### src/rtl/icache_pkg.sv
// Shared constants and types for the set-associative icache storage array.
// Replacement policy selected by ICACHE_PLRU_EN (tree PLRU) or its absence (round-robin).
package icache_pkg;

  localparam int ICACHE_NUM_SETS     = 16;
  localparam int ICACHE_NUM_WAYS     = 2;
  localparam int ICACHE_NUM_RD_PORTS = 3;
  localparam int ICACHE_TAG_W        = 8;
  localparam int ICACHE_DATA_W       = 64;

  typedef enum logic {
    IDLE  = 1'b0,
    FLUSH = 1'b1
  } flush_state_e;

  typedef struct packed {
    logic                     valid;
    logic [ICACHE_TAG_W-1:0]  tag;
    logic [ICACHE_DATA_W-1:0] data;
  } icache_line_t;

endpackage

### src/rtl/icache_repl.sv
// Per-set replacement state: tree pseudo-LRU when ICACHE_PLRU_EN is defined,
// otherwise a round-robin pointer that advances only when a valid line is evicted.
module icache_repl
  import icache_pkg::*;
#(
  parameter  int NUM_SETS     = ICACHE_NUM_SETS,
  parameter  int NUM_WAYS     = ICACHE_NUM_WAYS,
  parameter  int NUM_RD_PORTS = ICACHE_NUM_RD_PORTS,
  localparam int IDX_W        = $clog2(NUM_SETS),
  localparam int WAY_W        = $clog2(NUM_WAYS)
) (
  input  logic                                 clk,
  input  logic                                 rst_n,
  input  logic [NUM_RD_PORTS-1:0]              rd_touch,
  input  logic [NUM_RD_PORTS-1:0][IDX_W-1:0]   rd_touch_idx,
  input  logic [NUM_RD_PORTS-1:0][WAY_W-1:0]   rd_touch_way,
  input  logic                                 fill_touch,
  input  logic                                 fill_replace,
  input  logic [IDX_W-1:0]                     fill_idx,
  input  logic [WAY_W-1:0]                     fill_way,
  input  logic                                 clr_en,
  input  logic [IDX_W-1:0]                     clr_idx,
  output logic [WAY_W-1:0]                     victim_way
);

`ifdef ICACHE_PLRU_EN
  localparam int TREE_W = NUM_WAYS - 1;

  logic [TREE_W-1:0] tree_q [NUM_SETS];
  logic [TREE_W-1:0] tree_d [NUM_SETS];
  logic              fill_unused;

  // Node n has children 2n+1 (left, lower ways) and 2n+2; a set bit points right.
  function automatic logic [TREE_W-1:0] plru_touch(input logic [TREE_W-1:0] t,
                                                   input logic [WAY_W-1:0]  w);
    logic [TREE_W-1:0] r;
    int                node;
    r    = t;
    node = 0;
    for (int l = WAY_W - 1; l >= 0; l--) begin
      r    = (r & ~(TREE_W'(1) << node)) | (TREE_W'(!w[l]) << node);
      node = 2 * node + (w[l] ? 2 : 1);
    end
    return r;
  endfunction

  function automatic logic [WAY_W-1:0] plru_victim(input logic [TREE_W-1:0] t);
    logic [WAY_W-1:0]  v;
    logic [TREE_W-1:0] sh;
    int                node;
    v    = '0;
    node = 0;
    for (int l = WAY_W - 1; l >= 0; l--) begin
      sh   = t >> node;
      v[l] = sh[0];
      node = 2 * node + (sh[0] ? 2 : 1);
    end
    return v;
  endfunction

  always_comb begin
    tree_d = tree_q;
    for (int p = 0; p < NUM_RD_PORTS; p++) begin
      if (rd_touch[p]) begin
        tree_d[rd_touch_idx[p]] = plru_touch(tree_d[rd_touch_idx[p]], rd_touch_way[p]);
      end
    end
    if (fill_touch) tree_d[fill_idx] = plru_touch(tree_d[fill_idx], fill_way);
    if (clr_en) tree_d[clr_idx] = '0;
  end

  always_ff @(posedge clk or negedge rst_n) begin
    if (!rst_n) begin
      for (int s = 0; s < NUM_SETS; s++) tree_q[s] <= '0;
    end else begin
      tree_q <= tree_d;
    end
  end

  assign victim_way  = plru_victim(tree_q[fill_idx]);
  assign fill_unused = fill_replace;
`else
  logic [WAY_W-1:0] ptr_q [NUM_SETS];
  logic [WAY_W-1:0] ptr_d [NUM_SETS];
  logic             rd_unused;

  always_comb begin
    ptr_d = ptr_q;
    if (fill_touch && fill_replace) ptr_d[fill_idx] = ptr_q[fill_idx] + WAY_W'(1);
    if (clr_en) ptr_d[clr_idx] = '0;
  end

  always_ff @(posedge clk or negedge rst_n) begin
    if (!rst_n) begin
      for (int s = 0; s < NUM_SETS; s++) ptr_q[s] <= '0;
    end else begin
      ptr_q <= ptr_d;
    end
  end

  assign victim_way = ptr_q[fill_idx];
  assign rd_unused  = ^{rd_touch, rd_touch_idx, rd_touch_way, fill_way};
`endif

endmodule

### src/rtl/icache_assoc_mem.sv
// Set-associative icache tag/data/valid array with combinational multi-port lookup,
// single-port fill with victim selection, and a one-set-per-cycle flush sequencer.
module icache_assoc_mem
  import icache_pkg::*;
#(
  parameter  int NUM_SETS     = ICACHE_NUM_SETS,
  parameter  int NUM_WAYS     = ICACHE_NUM_WAYS,
  parameter  int NUM_RD_PORTS = ICACHE_NUM_RD_PORTS,
  parameter  int TAG_W        = ICACHE_TAG_W,
  parameter  int DATA_W       = ICACHE_DATA_W,
  localparam int IDX_W        = $clog2(NUM_SETS),
  localparam int WAY_W        = $clog2(NUM_WAYS)
) (
  input  logic                                  clk,
  input  logic                                  rst_n,
  input  logic [NUM_RD_PORTS-1:0][IDX_W-1:0]    rd_index,
  input  logic [NUM_RD_PORTS-1:0][TAG_W-1:0]    rd_tag,
  input  logic [NUM_RD_PORTS-1:0]               rd_en,
  output logic [NUM_RD_PORTS-1:0]               rd_hit,
  output logic [NUM_RD_PORTS-1:0][WAY_W-1:0]    rd_way,
  output logic [NUM_RD_PORTS-1:0][DATA_W-1:0]   rd_data,
  input  logic                                  wr_en,
  input  logic [IDX_W-1:0]                      wr_index,
  input  logic [TAG_W-1:0]                      wr_tag,
  input  logic [DATA_W-1:0]                     wr_data,
  output logic                                  wr_ready,
  output logic [WAY_W-1:0]                      wr_way,
  input  logic                                  flush_req,
  output logic                                  flush_busy,
  output logic                                  flush_done
);

  flush_state_e      state_q, state_d;
  logic [IDX_W-1:0]  cnt_q, cnt_d;
  logic              busy_q, busy_d;
  logic              done_q, done_d;
  logic [NUM_WAYS-1:0] valid_q [NUM_SETS];
  logic [NUM_WAYS-1:0] valid_d [NUM_SETS];
  logic [TAG_W-1:0]  tag_q  [NUM_SETS][NUM_WAYS];
  logic [DATA_W-1:0] data_q [NUM_SETS][NUM_WAYS];

  logic              fill_acc, fill_replace;
  logic              match_found, inv_found;
  logic [WAY_W-1:0]  match_way, inv_way, victim_way, fill_way;

  always_comb begin
    rd_hit  = '0;
    rd_way  = '0;
    rd_data = '0;
    for (int p = 0; p < NUM_RD_PORTS; p++) begin
      for (int w = 0; w < NUM_WAYS; w++) begin
        if (rd_en[p] && !busy_q && valid_q[rd_index[p]][w] &&
            tag_q[rd_index[p]][w] == rd_tag[p]) begin
          rd_hit[p]  = 1'b1;
          rd_way[p]  = WAY_W'(w);
          rd_data[p] = data_q[rd_index[p]][w];
        end
      end
    end
  end

  // Victim priority: same tag in place, then lowest invalid way, then policy choice.
  always_comb begin
    match_found = 1'b0;
    match_way   = '0;
    inv_found   = 1'b0;
    inv_way     = '0;
    for (int w = 0; w < NUM_WAYS; w++) begin
      if (!match_found && valid_q[wr_index][w] && tag_q[wr_index][w] == wr_tag) begin
        match_found = 1'b1;
        match_way   = WAY_W'(w);
      end
      if (!inv_found && !valid_q[wr_index][w]) begin
        inv_found = 1'b1;
        inv_way   = WAY_W'(w);
      end
    end
    if (match_found)    fill_way = match_way;
    else if (inv_found) fill_way = inv_way;
    else                fill_way = victim_way;
  end

  assign fill_acc     = wr_en && !busy_q;
  assign fill_replace = !match_found && !inv_found;
  assign wr_way       = fill_way;
  assign wr_ready     = !busy_q;
  assign flush_busy   = busy_q;
  assign flush_done   = done_q;

  always_comb begin
    state_d = state_q;
    cnt_d   = cnt_q;
    valid_d = valid_q;
    if (fill_acc) valid_d[wr_index][fill_way] = 1'b1;
    case (state_q)
      IDLE: begin
        if (flush_req) begin
          state_d = FLUSH;
          cnt_d   = '0;
        end
      end
      FLUSH: begin
        valid_d[cnt_q] = '0;
        cnt_d          = cnt_q + IDX_W'(1);
        if (cnt_q == IDX_W'(NUM_SETS - 1)) state_d = IDLE;
      end
      default: state_d = IDLE;
    endcase
    // Outputs are registered, so decode them from the upcoming state.
    busy_d = (state_d == FLUSH);
    done_d = (state_d == FLUSH) && (cnt_d == IDX_W'(NUM_SETS - 1));
  end

  always_ff @(posedge clk or negedge rst_n) begin
    if (!rst_n) begin
      state_q <= IDLE;
      cnt_q   <= '0;
      busy_q  <= 1'b0;
      done_q  <= 1'b0;
      for (int s = 0; s < NUM_SETS; s++) valid_q[s] <= '0;
    end else begin
      state_q <= state_d;
      cnt_q   <= cnt_d;
      busy_q  <= busy_d;
      done_q  <= done_d;
      valid_q <= valid_d;
    end
  end

  always_ff @(posedge clk) begin
    if (fill_acc) begin
      tag_q[wr_index][fill_way]  <= wr_tag;
      data_q[wr_index][fill_way] <= wr_data;
    end
  end

  icache_repl #(
    .NUM_SETS     (NUM_SETS),
    .NUM_WAYS     (NUM_WAYS),
    .NUM_RD_PORTS (NUM_RD_PORTS)
  ) u_repl (
    .clk          (clk),
    .rst_n        (rst_n),
    .rd_touch     (rd_hit),
    .rd_touch_idx (rd_index),
    .rd_touch_way (rd_way),
    .fill_touch   (fill_acc),
    .fill_replace (fill_replace),
    .fill_idx     (wr_index),
    .fill_way     (fill_way),
    .clr_en       (state_q == FLUSH),
    .clr_idx      (cnt_q),
    .victim_way   (victim_way)
  );

endmodule
### config.mk
export PLATFORM = sky130hd
export DESIGN_NAME = icache_assoc_mem
export DESIGN_NICKNAME = d
export VERILOG_FILES = /design/src/rtl/icache_pkg.sv /design/src/rtl/icache_repl.sv /design/src/rtl/icache_assoc_mem.sv
export SDC_FILE = /design/constraint.sdc
export NUM_CORES = 2
export LEC_CHECK = 0
export CELL_PAD_IN_SITES_DETAIL_PLACEMENT = 0
export CELL_PAD_IN_SITES_GLOBAL_PLACEMENT = 2
export CORE_MARGIN = 2
export CORE_UTILIZATION = 40
export CTS_BUF_LIST = sky130_fd_sc_hd__clkbuf_8
export DETAILED_ROUTE_END_ITERATION = 7
export GPL_ROUTABILITY_DRIVEN = 0
export PLACE_DENSITY = 0.69
export SKIP_LAST_GASP = 1
export SLEW_MARGIN = 5
export SYNTH_ARGS = -nofsm -noshare
export SYNTH_HDL_FRONTEND = slang
export SYNTH_SLANG_ARGS = --single-unit
### constraint.sdc
create_clock -name clk -period 15 [get_ports clk]
set_input_delay 3 -clock clk [delete_from_list [all_inputs] [get_ports clk]]
set_output_delay 3 -clock clk [all_outputs]
set_load 0.02 [all_outputs]
**Yosys cells after proc, flatten, opt, wreduce, memory -nomap -nowiden**

Memories as Yosys holds them, arrays and structs flattened.
Index checks and enable logic that the tools add are counted.
Widths: inputs -> output; s select.

- Add/subtract/negate cells: 2
- Magnitude comparators: 11
- Eq/ne operators: 10
- Muxes and demuxes: 65
- Bitwise operators: 12
- Reductions and logical operators: 32

Operators by type and width:

| cell | count |
|---|---|
| $mux 64 | 7 |
| $mux 128 | 1 |
| $demux 64 s1 | 1 |
| $eq 8x8->1 | 8 |
| $mux 32 | 2 |
| $mux 16 | 3 |
| $and 32x32->32 | 1 |
| $bmux 2 s4 | 4 |
| $not 32->32 | 1 |
| $or 32x32->32 | 1 |
| $logic_and 1x1->1 | 27 |
| $ge 5x5->1 const B | 5 |
| $mux 1 | 25 |
| $not 4->5 | 5 |
| $mux 2 | 10 |
| $and 16x16->16 | 1 |
| $bwmux 16 | 1 |
| $demux 2 s4 | 2 |
| $not 16->16 | 1 |
| $lt 5x1->1 const B | 2 |
| $demux 1 s4 | 2 |
| $demux 8 s1 | 1 |
| $eq 4x4->1 const B | 2 |
| $mux 8 | 1 |
| 14 further kinds | 18 |

- Register bits after elaboration: 54
- Bits in writable memories: 2,304
- Input port bits: 119
- Word-level logic and storage cells: 169
- Memories: 2

Memories:

| memory | words | bits a word | rd ports | clocked after Yosys merged registers in | wr ports | line | text |
|---|---|---|---|---|---|---|---|
| data_q | 16 | 128 | 3 | 0 | 1 | icache_assoc_mem.sv:40 | `logic [DATA_W-1:0] data_q [NUM_SETS][NUM_WAYS];` |
| tag_q | 16 | 16 | 4 | 0 | 1 | icache_assoc_mem.sv:39 | `logic [TAG_W-1:0] tag_q [NUM_SETS][NUM_WAYS];` |

**Depth between registers and ports, before layout**

- Word-level depth: 21
- Mapped depth: 14
- Gate-level depth less buffers: 8

**Modules after synthesis**

From an unflattened synthesis, not the netlist that was laid out.

- Cells, all modules: 6,138
- Area total of the unflattened synthesis: 130,316.2 µm²

Modules (own cells, without submodules):

| module | times used | cells each | area each (µm²) | sequential area each (µm²) |
|---|---|---|---|---|
| icache_assoc_mem | 1 | 6,036 | 129,304.0 | 70,137.3 |
| icache_repl | 1 | 102 | 1,012.2 | 400.4 |

**Worst setup path after synthesis**

Ideal clock, no wire load.

- Kind: input-to-reg
- Start point: input port wr_index[0]
- End point: memory data_q[0][100] in the netlist's numbering, enable pin
- Setup time: 0.527 ns
- Arrival: 8.763 ns
- Data required time: 14.473 ns
- Slack: 5.710 ns
- Stages: 12
- Cell sequence: buf_4 buf_4 buf_6 buf_2 mux4_2 nand2_1 nand3_1 o21ai_1 a22o_1 o41ai_4 buf_2 a21oi_1

- Longest elaborated chain between the ends: 17

RTL lines:

| element | line | text |
|---|---|---|
| start: declaration | icache_assoc_mem.sv:23 | `input logic [IDX_W-1:0] wr_index,` |
| parallel branches: the longest is 17 deep, another holds $mem_v2 16x16 | n/a |  |
| end: declaration | icache_assoc_mem.sv:40 |  |

Parallel ways; which one is timed is not known. The select of a mux whose other input is x is not followed.

==> results.cfg <==
[sta]
slew_headroom_pct = 10.3
tightestPinTransition_ns = 1.35
fin_crit_sh_pct = 80.9
slew_violations = 0
skew_ns = 0.0958
fin_crit_ns = 12.14
fin_tns_setup_ns = 0
setup_viol = 0
max_freq_ghz = 0.0824
rsz0062_at_grt = no
finalHoldViolCount = 0

[floorplanning]
die_w_um = 575
rows = 209
start_util_pct = 40.2
die_h_um = 575
io_pins = 321
core_mm2 = 0.324
die_area_mm2 = 0.330

[synthesis]
ys_ff_latch = 2358
async_reset_ff_share_pct = 2.29
synth_top_area_cell = edfxtp_1
yosysWarnings = 0
yosysUniqueCellTypes = 52
post-synth-top-area-fraction_pct = 53.1
synth_area_leaders = edfxtp_1, mux4_2, dfrtp_1
synth_ff_type = edfxtp_1
synth.avg_cell_area_um2 = 21.3
syn_inst = 6120
synth_xor_area_share_pct = 0.491
seq_area_frac_synth_pct = 54.2
synth_area_mm2 = 0.130
synth_top_family_by_area = multiplexers
synthMuxAreaShare_pct = 40.6
synth_compound_area_share_pct = 0.871
synth_simple_gate_area_share_pct = 1.75
synth.most_common_cell = edfxtp_1
synth_adder_area_share_pct = 0.0384
yosys-top-cells-count = edfxtp_1, mux4_2, clkbuf_1, buf_2, nand2_1
synth_edf_count = 2304
synth_nets = 6243

[finish]
stdcell_area_mm2 = 0.146
nets = 6589
drive_above_1_share_pct = 46.5
syn_to_final_growth_pct = 12.2
fillers = 27300
seqCellArea_mm2 = 0.0705
final_core_util_pct = 45.1
multi_input_area_mm2 = 0.0573

[place]
hpwl_um = 246000
io_buffers = 320
dpl_cell_area_mm2 = 0.138

[power]
total_power_mw = 15.1
power.density_mw_per_mm2 = 103
ir_drop_mv = 0.0662
p_leak_nw = 45.1

[route]
drt-pass1-iter-count = 5
wirelength_um = 451000
wl_per_cell_um = 40.5
drc = 0
first_iter_violations = 9775
vias_per_cell = 6.78
vias = 75500
ant_nets = 0

[clocking]
cts.repair.resized = 0
cts.clk_slew.worst_paths_ns = 0.06
hold_buffers = 0
clock_path_buffers = 4
cts.sinks = 2358
cts_made_buffers = 422
htreeDepth = 5
clk_latency_ns = 1.13
post_cts_buffers = 0
cts_tree = built
clockRootBuffer = clkbuf_8

[global_routing]
grt_pass1_wl_um = 632000
gr-usage-all-layers_pct = 27.3
grt_max_degree = 145
grt_overflow = 0
grt_pass1_vias = 78300
antenna_found_initial = 29

[critical_path]
arrival_ns = 9.14
cp_slowest_stage_delay_ns = 0.96
worstPathRequired_ns = 12.00
endpoint_kind = primary output
crit_path_start_kind = input port
crit_slowest_cell = buf_4
crit_type = input port to primary output
path_max_fanout = 95
path_cells = buf_8 > buf_12 > mux4_2 > nor2b_1 > a211oi_1 > a21oi_1 > xor2_1 > nor4_4 > buf_4 > nand3_1 > o21ai_0 > clkdlybuf4s50_1

[run]
cap_viol_max_count = 0

[min_path]
holdCritPathClass = register to register

[run_status]
outcome = finished clean
==> sequential cells by signal, summed over array words and instances, names as in the netlist <==
| signal | count |
|---|---|
| u_repl.ptr_q | 16 |
| cnt_q | 4 |
| valid_q | 32 |
| flush_busy | 1 |
| flush_done | 1 |
| data_q | 2048 |
| tag_q | 256 |
==> final cells by class <==
type / count / share of cell area (%)
Clock buffer: 429 / 4.04
Sequential cell: 2358 / 48.3
Antenna cell: 11 / 0.0188
Tap cell: 4325 / 3.70
Inverter: 10 / 0.0257
Timing Repair Buffer: 505 / 3.37
Clock inverter: 337 / 1.36
Multi-Input combinational cell: 3169 / 39.2
==> routing by layer <==
metal	vias to the layer above	part of all wire, %	GRT usage, %
met1	41800	40	38.1
met4	12	3.9	9.80
li1	28500	-	-
met2	4310	48	43.0
met5	-	0.016	0
met3	843	8.9	5.07
==> through the flow <==
step	hold WS (ns)	cells	setup WS [ns]
after floorplan	0.491	6120	5.71
after global placement	0.514	10400	2.95
after detailed placement	0.518	10400	2.98
after CTS	0.530	11100	3.00
after global routing	0.552	11100	2.62
final	0.528	11100	2.86
==> placed cells by master (no fill, tap or decap), types with 18 or more instances in the layout <==
| cell | Yosys | layout |
|---|---|---|
| nand2_1 | 161 | 159 |
| xor2_1 | 31 | 31 |
| mux2i_1 | 82 | 82 |
| nand3_1 | 72 | 70 |
| dfrtp_1 | 54 | 54 |
| o21ai_0 | 39 | 39 |
| mux2_2 | 94 | 94 |
| xnor2_1 | 42 | 41 |
| o21ai_1 | 50 | 50 |
| bufinv_16 | 0 | 18 |
| nor3_1 | 21 | 21 |
| inv_1 | 10 | 109 |
| clkdlybuf4s50_1 | 0 | 303 |
| buf_4 | 15 | 162 |
| clkbuf_8 | 0 | 429 |
| nor2b_1 | 140 | 140 |
| buf_12 | 0 | 23 |
| clkinv_2 | 0 | 79 |
| mux2_4 | 38 | 38 |
| clkinv_1 | 0 | 116 |
| mux4_2 | 2239 | 2239 |
| edfxtp_1 | 2304 | 2304 |
==> worst max-delay path: cells and delay by family <==
family,cells,cell delay [ns]
AND/OR/NAND/NOR,3,0.90
AO/OA/AOI/OAI,3,1.10
multiplexers,1,0.59
buffers and inverters,4,2.93
XOR/XNOR,1,0.24
==> cell families (layout without fill, tap and decap cells) <==
kind of cell    Yosys count  count (layout)
mux                    2453            2453
buf+inv                 593            1281
compound gates          182             182
xor+xnor                 73              73
simple gates            457             457
fa+ha+maj                 4               4
other cells               0              11
flops                  2358            2358
==> path summary, 6_finish.rpt <==
check | slack [ns] | depth (start not counted) | end | startpoint
min | 0.53 | 2 | u_repl.ptr_q[4]$_DFF_PN0_ | u_repl.ptr_q[4]$_DFF_PN0_
max in group asynchronous | 12.46 | 2 | u_repl.ptr_q[0]$_DFF_PN0_ | rst_n
max | 2.86 | 12 | rd_data[128] | rd_index[8]
min reg2reg | 0.53 | 2 | u_repl.ptr_q[4]$_DFF_PN0_ | u_repl.ptr_q[4]$_DFF_PN0_
min in group asynchronous | 2.04 | 2 | flush_done$_DFF_PN0_ | rst_n
max reg2reg | 9.26 | 11 | data_q[0][48]$_DFFE_PP_ | tag_q[15][6]$_DFFE_PP_
==> where the power goes <==
part	switching, mW	internal [mW]	total [mW]	leakage [nW]
clock	2.87	2.98	5.85	4.44
combinational	0.976	0.832	1.81	19.2
sequential	0.0844	7.33	7.41	21.4
total	3.93	11.1	15.1	45.1
Note: power is estimated with default switching activity, not from simulation.
